**src/rtl/v4_peak_capture.sv**
```systemverilog
// rtl/v4_peak_capture.sv - threshold-triggered peak capture with dead time and pile-up detection
//
// Purpose:
//   Watches a shaped filter stream. A strict crossing above threshold (while
//   enabled) starts an event. The crossing timestamp is latched, and the largest
//   sample over the following PEAK_WIN cycles is tracked. The result is presented
//   as a valid/ready record. After the record is taken, the block sits in a dead
//   time. It re-arms only once the signal has fallen back to or below threshold.
//
// Optional feature:
//   V4_PILEUP_REJECT_EN - when defined, a second crossing inside the search
//   window (after a dip below threshold-HYST) discards the event and is counted
//   in pileup_cnt. When undefined, such crossings are ignored and pileup_cnt is 0.
//
// Ports:
//   clk          system clock, rising edge
//   reset        asynchronous active-high reset
//   filter_data  unsigned filter sample, one per cycle
//   threshold    unsigned trigger level
//   enable       arming permission (gates IDLE->SEARCH only)
//   evt_valid    event record available (HOLD only)
//   evt_ready    consumer accepts record
//   evt_amp      peak amplitude of the event
//   evt_time     timestamp of the threshold crossing
//   pileup_cnt   saturating count of rejected pile-ups
//   busy         high whenever the FSM is not idle

`ifndef SIZE_FILTER_DATA
`define SIZE_FILTER_DATA 16
`endif

module v4_peak_capture #(
  parameter int DATA_W    = `SIZE_FILTER_DATA,
  parameter int TS_W      = 32,
  parameter int PEAK_WIN  = 16,
  parameter int DEAD_TIME = 32,
  parameter int HYST      = 4
) (
  input  logic              clk,
  input  logic              reset,
  input  logic [DATA_W-1:0] filter_data,
  input  logic [DATA_W-1:0] threshold,
  input  logic              enable,
  output logic              evt_valid,
  input  logic              evt_ready,
  output logic [DATA_W-1:0] evt_amp,
  output logic [TS_W-1:0]   evt_time,
  output logic [15:0]       pileup_cnt,
  output logic              busy
);

  localparam int WIN_W  = $clog2(PEAK_WIN + 1);
  localparam int DEAD_W = $clog2(DEAD_TIME + 1);
  localparam logic [WIN_W-1:0]  WIN_LAST  = WIN_W'(PEAK_WIN - 1);
  localparam logic [DEAD_W-1:0] DEAD_LAST = DEAD_W'(DEAD_TIME - 1);

  typedef enum logic [1:0] {IDLE, SEARCH, HOLD, DEAD} state_t;

  state_t            state;
  logic [TS_W-1:0]   ts;
  logic [DATA_W-1:0] max_val;
  logic [TS_W-1:0]   cross_ts;
  logic [WIN_W-1:0]  win_cnt;
  logic [DEAD_W-1:0] dead_cnt;

  logic              above;
  logic [DATA_W-1:0] max_next;

  assign above    = filter_data > threshold;
  // Strict compare keeps the earliest sample on ties.
  assign max_next = (filter_data > max_val) ? filter_data : max_val;
  assign busy     = (state != IDLE);

`ifdef V4_PILEUP_REJECT_EN
  localparam logic [DATA_W-1:0] HYST_V = DATA_W'(HYST);
  logic [DATA_W-1:0] rearm_lvl;
  logic              dipped;
  logic              pileup;

  // Re-arm level saturates at zero, so a tiny threshold can never register a dip.
  assign rearm_lvl = (threshold > HYST_V) ? (threshold - HYST_V) : '0;
  assign pileup    = dipped && above;
`else
  assign pileup_cnt = 16'h0000;
`endif

  // Free-running timestamp; wraps naturally at all-ones.
  always_ff @(posedge clk or posedge reset) begin
    if (reset) ts <= '0;
    else       ts <= ts + 1'b1;
  end

  always_ff @(posedge clk or posedge reset) begin
    if (reset) begin
      state     <= IDLE;
      max_val   <= '0;
      cross_ts  <= '0;
      win_cnt   <= '0;
      dead_cnt  <= '0;
      evt_valid <= 1'b0;
      evt_amp   <= '0;
      evt_time  <= '0;
`ifdef V4_PILEUP_REJECT_EN
      dipped     <= 1'b0;
      pileup_cnt <= 16'h0000;
`endif
    end else begin
      case (state)
        IDLE: begin
          if (enable && above) begin
            max_val  <= filter_data;
            cross_ts <= ts;
            win_cnt  <= '0;
            state    <= SEARCH;
`ifdef V4_PILEUP_REJECT_EN
            dipped   <= 1'b0;
`endif
          end
        end

        SEARCH: begin
`ifdef V4_PILEUP_REJECT_EN
          if (pileup) begin
            state    <= DEAD;
            dead_cnt <= '0;
            if (pileup_cnt != 16'hFFFF) pileup_cnt <= pileup_cnt + 16'h0001;
          end else begin
            if (filter_data < rearm_lvl) dipped <= 1'b1;
`else
          begin
`endif
            max_val <= max_next;
            // The last window cycle's sample still competes for the peak.
            if (win_cnt == WIN_LAST) begin
              state     <= HOLD;
              evt_valid <= 1'b1;
              evt_amp   <= max_next;
              evt_time  <= cross_ts;
            end else begin
              win_cnt <= win_cnt + 1'b1;
            end
          end
        end

        HOLD: begin
          if (evt_ready) begin
            evt_valid <= 1'b0;
            dead_cnt  <= '0;
            state     <= DEAD;
          end
        end

        DEAD: begin
          // Counter saturates at its last value; leaving waits for the level to fall.
          if (dead_cnt != DEAD_LAST) dead_cnt <= dead_cnt + 1'b1;
          else if (!above)           state    <= IDLE;
        end

        default: state <= IDLE;
      endcase
    end
  end

endmodule

```
**config.mk**
```make
export PLATFORM = sky130hd
export DESIGN_NAME = v4_peak_capture
export DESIGN_NICKNAME = d
export VERILOG_FILES = /design/src/rtl/v4_peak_capture.sv
export SDC_FILE = /design/constraint.sdc
export NUM_CORES = 1
export LEC_CHECK = 0
export CORE_MARGIN = 1
export CORE_UTILIZATION = 55
export CTS_CLUSTER_DIAMETER = 60
export DETAILED_ROUTE_END_ITERATION = 7
export GPL_ROUTABILITY_DRIVEN = 0
export HOLD_SLACK_MARGIN = 0.06
export PLACE_DENSITY_LB_ADDON = 0.12
export SYNTH_ARGS = -nofsm -noshare
export SYNTH_HDL_FRONTEND = slang
export SYNTH_SLANG_ARGS = --single-unit
```
**constraint.sdc**
```tcl
create_clock -name clk -period 7.25 [get_ports clk]
set_clock_uncertainty 0.05 [all_clocks]
set_input_delay 1.8125 -clock clk [delete_from_list [all_inputs] [get_ports clk]]
set_output_delay 1.8125 -clock clk [all_outputs]
set_load 0.03 [all_outputs]
```
### Word level (Yosys, flattened, before mapping)

Index checks and enable logic that the tools add are counted.
Widths: inputs -> output; s select.

* input port bits: 36
* output and inout bits: 66
* word-level logic and storage cells: 57
* register bits after elaboration: 142

* $lt $le $gt $ge: 2
* mux-type cells: 18
* reduce and logical (&&, ||, !) cells: 13
* $add $sub $neg: 3
* eq/ne operators: 12

Operators by type and width (count)
* $add 32x1->32 const B: 1
* $gt 16x16->1: 2
* $mux 16: 2
* $pmux 16 s2: 1
* $ne 2x2->1 const B: 7
* $mux 6: 2
* $pmux 6 s2: 1
* $mux 2: 5
* $mux 5: 2
* $pmux 5 s2: 1
* $reduce_and 3->1: 3
* $pmux 2 s4: 1
* $reduce_bool 2->1: 4
* $add 6x1->6 const B: 1
* $ne 6x5->1 const B: 1
* $reduce_and 2->1: 3
* $add 5x1->5 const B: 1
* $eq 5x4->1 const B: 1
* $reduce_and 5->1: 1
* $eq 2x2->1 const B: 2
* $eq 2x1->1 const B: 1
* $logic_not 2->1: 1
* $mux 1: 2
* $pmux 1 s2: 1
* $logic_and 1x1->1: 1

### Logic depth before layout (Yosys ltp)

* word-level depth: 4
* mapped depth: 9
* depth with buffers taken out: 8

### Worst setup path before layout

No wires, ideal clock.

* path kind: input-to-reg
* from: input filter_data[13]
* to: register max_val[0]
* data arrival time: 3.797 ns
* buffers on the path: 1
* required time: 7.075 ns
* library setup time: 0.125 ns
* setup slack: 3.278 ns
* cell stages on the path: 8
* cell sequence: ha_1 a21o_1 a21o_1 a2111oi_4 a31oi_4 o22ai_4 buf_6 mux2_4

* cells in the longest elaborated chain, start to end: 4
* elaborated cells on any way between the ends: 7

Ends and longest elaborated chain
* start, declared: RTL line 41 `input logic [DATA_W-1:0] filter_data,`
* $gt 16x16->1: RTL line 69 `assign above = filter_data > threshold;`
* $logic_and 1x1->1: RTL line 110 `if (enable && above) begin`
* $ne 2x2->1 (no line)
* $reduce_and 2->1 (no line)
* end signal, assigned: RTL line 111 `max_val <= filter_data;`
* end signal, assigned: RTL line 132 `max_val <= max_next;`
* end, declared: RTL line 61 `logic [DATA_W-1:0] max_val;`

Several ways; a longest one is shown, not always the timed one.
A chain may end at the register's enable or synchronous reset.

### Final worst setup path

* from: input filter_data[13]
* to: register max_val[15]

Same word-level chain as after synthesis.

==> key figures <==
Final layout
  • Register Area: 0.00355 mm2
  • ANT cells: 0
  • Commonest non-fill, non-tap cells in the layout: dfrtp_1, clkdlybuf4s50_1, mux2_2
  • Commonest non-fill, non-tap cell in the layout: dfrtp_1
  • Fraction of layout instances using a drive strength above 1: roughly a fifth
  • Area grow syn2layout: 22.4%
  • Fillers: 900
  • Final cell area excluding filler cells: 0.00853 mm2
  • Fin nets: 748
  • Final std cells w/o fill: 851
  • Area of the multi-input gates: 0.00311 mm2
  • Final core area utilization: a little over two thirds

Clock network
  • CTS resizes: 0
  • CTS tree: yes
  • CTS Sinks: 142
  • Htree depth: 4
  • Worst skew pair latency: 0.42 ns
  • Clk root buf: clkbuf_16
  • Clock buffer depth: 2
  • Num CTS Buffers: 17
  • CTS Hold Bufs: 0
  • Clock slew at reported path FFs: roughly 0.06 ns
  • Post-CTS setup buffer count: 0

STA
  • Final slew viol count: 0
  • Fmax: roughly 230 MHz
  • Setup TNS: 0 ns
  • Max-slew headroom: 48.8%
  • Worst slew pin tran: 0.768 ns
  • Final Hold Vio Count: 0
  • Setup Viol. Count Final: 0
  • Tmin final: 4.41 ns
  • Unrepaired setup endpoints after global routing: no
  • WHS: 0.425 ns
  • Final worst slack: roughly 2.8 ns
  • Fin crit share: 60.8%

GRT
  • First-pass GRT wire length: 23000 um
  • Largest net degree at the start of global routing: 80
  • Global-route usage over all layers: 22.9%
  • Met3 usage: under 10%
  • Grt peak-use layer: met2
  • Initial antenna violation count: 0
  • Vias in the first global route: roughly 4800
  • Met2 usage: 38.1%
  • Grt met1 use: about 29%
  • Total grt overflow: 0

Die
  • Rows: 40
  • Starting density of the core: 57.3%
  • Core ar.: between 0.01 and 0.015 mm2
  • Die area: between 0.01 and 0.015 mm2
  • Die Wd: 115 um
  • Die Y: 115 um
  • Ports: 102

Setup path
  • CP bufs+invs: 1
  • Top cell by count, worst path: a21o_1
  • R2R cell count: 8
  • Reg2Reg Capture Point: max_val[15]$_DFFE_PP0P_
  • Crit path to: max_val[15]$_DFFE_PP0P_
  • Worst Setup SP: filter_data[13]
  • Max FO, Critical Path: 16
  • Startpoint Class: input pin
  • Setup CP Type: in -> reg
  • Cell Chain, Critical Path: clkdlybuf4s50_1 > ha_1 > a21o_1 > a21o_1 > a2111oi_4 > a31oi_4 > o22ai_4 > mux2_2
  • Slowest CP cell: o22ai_4
  • FF-to-FF Start: max_val[13]$_DFFE_PP0P_
  • Crit path largest cell delay: 0.56 ns
  • Reg-to-reg slack, setup: 4.39 ns
  • Family with the most delay on the worst path: compound AO/OA/AOI/OAI gates
  • Worst Path Required: 7.50 ns
  • Worst path depth: 8
  • Critical path capture point type: flop
  • WP data arrival: 4.66 ns

Logic synthesis
  • Syn. warnings: 0
  • #FFs+latches synth: 142
  • Avg Inst Size Synth: around 12 um2
  • Count of different cell masters after synthesis: 48
  • Synth Instances: a little under 600
  • Mapped Area: ~0.007 mm2
  • Seq/Total Area, Yosys: between 50% and 60%

Outcome
  • Run status: complete, no violations

Power and ir drop
  • Total power: 2.89 mW
  • Leak pwr: approximately 4.2 nW
  • VDD IR-drop max: ~0.00021 V
  • PwrDens: about 340 mW/mm2

Placement
  • Place WS: 2.42 ns
  • Final HPWL DP: 9330 um
  • I/O Buffers: between 80 and 90
  • Post-place instance area: 0.00793 mm2
  • Placed cells: between 800 and 900

Detailed routing
  • Drt wl/cell: 15.8 um
  • Post-DRT Antenna Nets: 0
  • Post-DR vias/cell: 5.32
  • Vias: 4530
  • Total wire length: 13500 um
  • 1st-pass router iterations: 4
  • DRC: 0
  • Detailed Route Iter0 Violations: approximately 160

Flow run
  • Max capacitance violation total: 0

Worst hold path
  • Hold crit path type: reg -> reg
==> synthesized netlist by cell type, drive strengths merged <==
| library cell | instances | area, um2 |
|---|---|---|
| or3 | 1 | 6.26 |
| a2111oi | 1 | 27.5 |
| dfrtp | 142 | 3550 |
| nor2 | 22 | 82.6 |
| nand3 | 11 | 55.1 |
| buf | 21 | 161 |
| nand4 | 17 | 119 |
| mux2 | 82 | 961 |
| o21ai | 25 | 125 |
| xor2 | 6 | 52.6 |
| inv | 45 | 169 |
| a21bo | 2 | 20.0 |
| and3 | 5 | 31.3 |
| and2 | 3 | 18.8 |
| nand2b | 4 | 25.0 |
| nor4 | 3 | 31.3 |
| a221o | 5 | 50.1 |
| and4 | 4 | 35.0 |
| a41o | 2 | 20.0 |
| nor3 | 9 | 45.0 |
| nand2 | 41 | 154 |
| a21oi | 12 | 60.1 |
| nand4b | 1 | 8.76 |
| o31ai | 2 | 15.0 |
| clkbuf | 7 | 26.3 |
| nor2b | 2 | 12.5 |
| mux2i | 19 | 190 |
| o32ai | 1 | 8.76 |
| conb | 1 | 3.75 |
| o211ai | 1 | 7.51 |
| o22ai | 1 | 20.0 |
| a31oi | 3 | 48.8 |
| xnor2 | 26 | 228 |
| a21o | 5 | 37.5 |
| nor3b | 1 | 7.51 |
| a221oi | 1 | 15.0 |
| ha | 41 | 513 |
| a31o | 1 | 8.76 |
| or4 | 1 | 11.3 |
==> cell families after synthesis <==
logic type	count (synthesis)	synth area share, %
buffers and inverters	73	5.12
other	1	0.0538
AO/OA/AOI/OAI	62	6.66
adder cells (fa/ha/maj)	41	7.36
flip-flops	142	51.0
XOR/XNOR	32	4.02
AND/OR/NAND/NOR	125	9.23
multiplexers	101	16.5
==> final cells by class <==
type | instances | share of cell area [%]
multi-input cells | 377 | 36.5
repair buffers | 88 | 10.2
clock buffers | 24 | 5.88
flip-flops and latches | 142 | 41.7
clock inverters | 7 | 1.17
inverters | 45 | 2.04
well taps | 168 | 2.47
==> worst min path at each step <==
| stage | endpoint | slack (ns) | cells after the start | start |
|---|---|---|---|---|
| floorplan | ts[31]$_DFF_PP0_ | 0.39 | 1 | ts[31]$_DFF_PP0_ |
| global placement | ts[31]$_DFF_PP0_ | 0.41 | 1 | ts[31]$_DFF_PP0_ |
| detailed placement | ts[31]$_DFF_PP0_ | 0.41 | 1 | ts[31]$_DFF_PP0_ |
| CTS | ts[31]$_DFF_PP0_ | 0.43 | 1 | ts[31]$_DFF_PP0_ |
| global route | ts[31]$_DFF_PP0_ | 0.44 | 1 | ts[31]$_DFF_PP0_ |
| finish | ts[31]$_DFF_PP0_ | 0.43 | 1 | ts[31]$_DFF_PP0_ |
==> state kept, by name (all words and copies together) (netlist names) <==
name,flops
cross_ts,32
dead_cnt,6
evt_amp,16
evt_time,32
evt_valid,1
max_val,16
state,2
ts,32
win_cnt,5
==> report_power, final <==
part | total, mW | switching [mW] | internal (mW)
combinational | 0.970 | 0.515 | 0.456
sequential | 1.05 | 0.104 | 0.942
clock | 0.878 | 0.325 | 0.554
total | 2.89 | 0.943 | 1.95
==> per-layer routing <==
| metal | vias to the layer above | share of wire [%] |
|---|---|---|
| met3 | 19 | 4.0 |
| met5 | - | 0 |
| met1 | 2262 | 45 |
| met4 | 0 | 1.5 |
| met2 | 84 | 50 |
| li1 | 2165 | - |
Note: power is estimated with default switching activity, not from simulation.
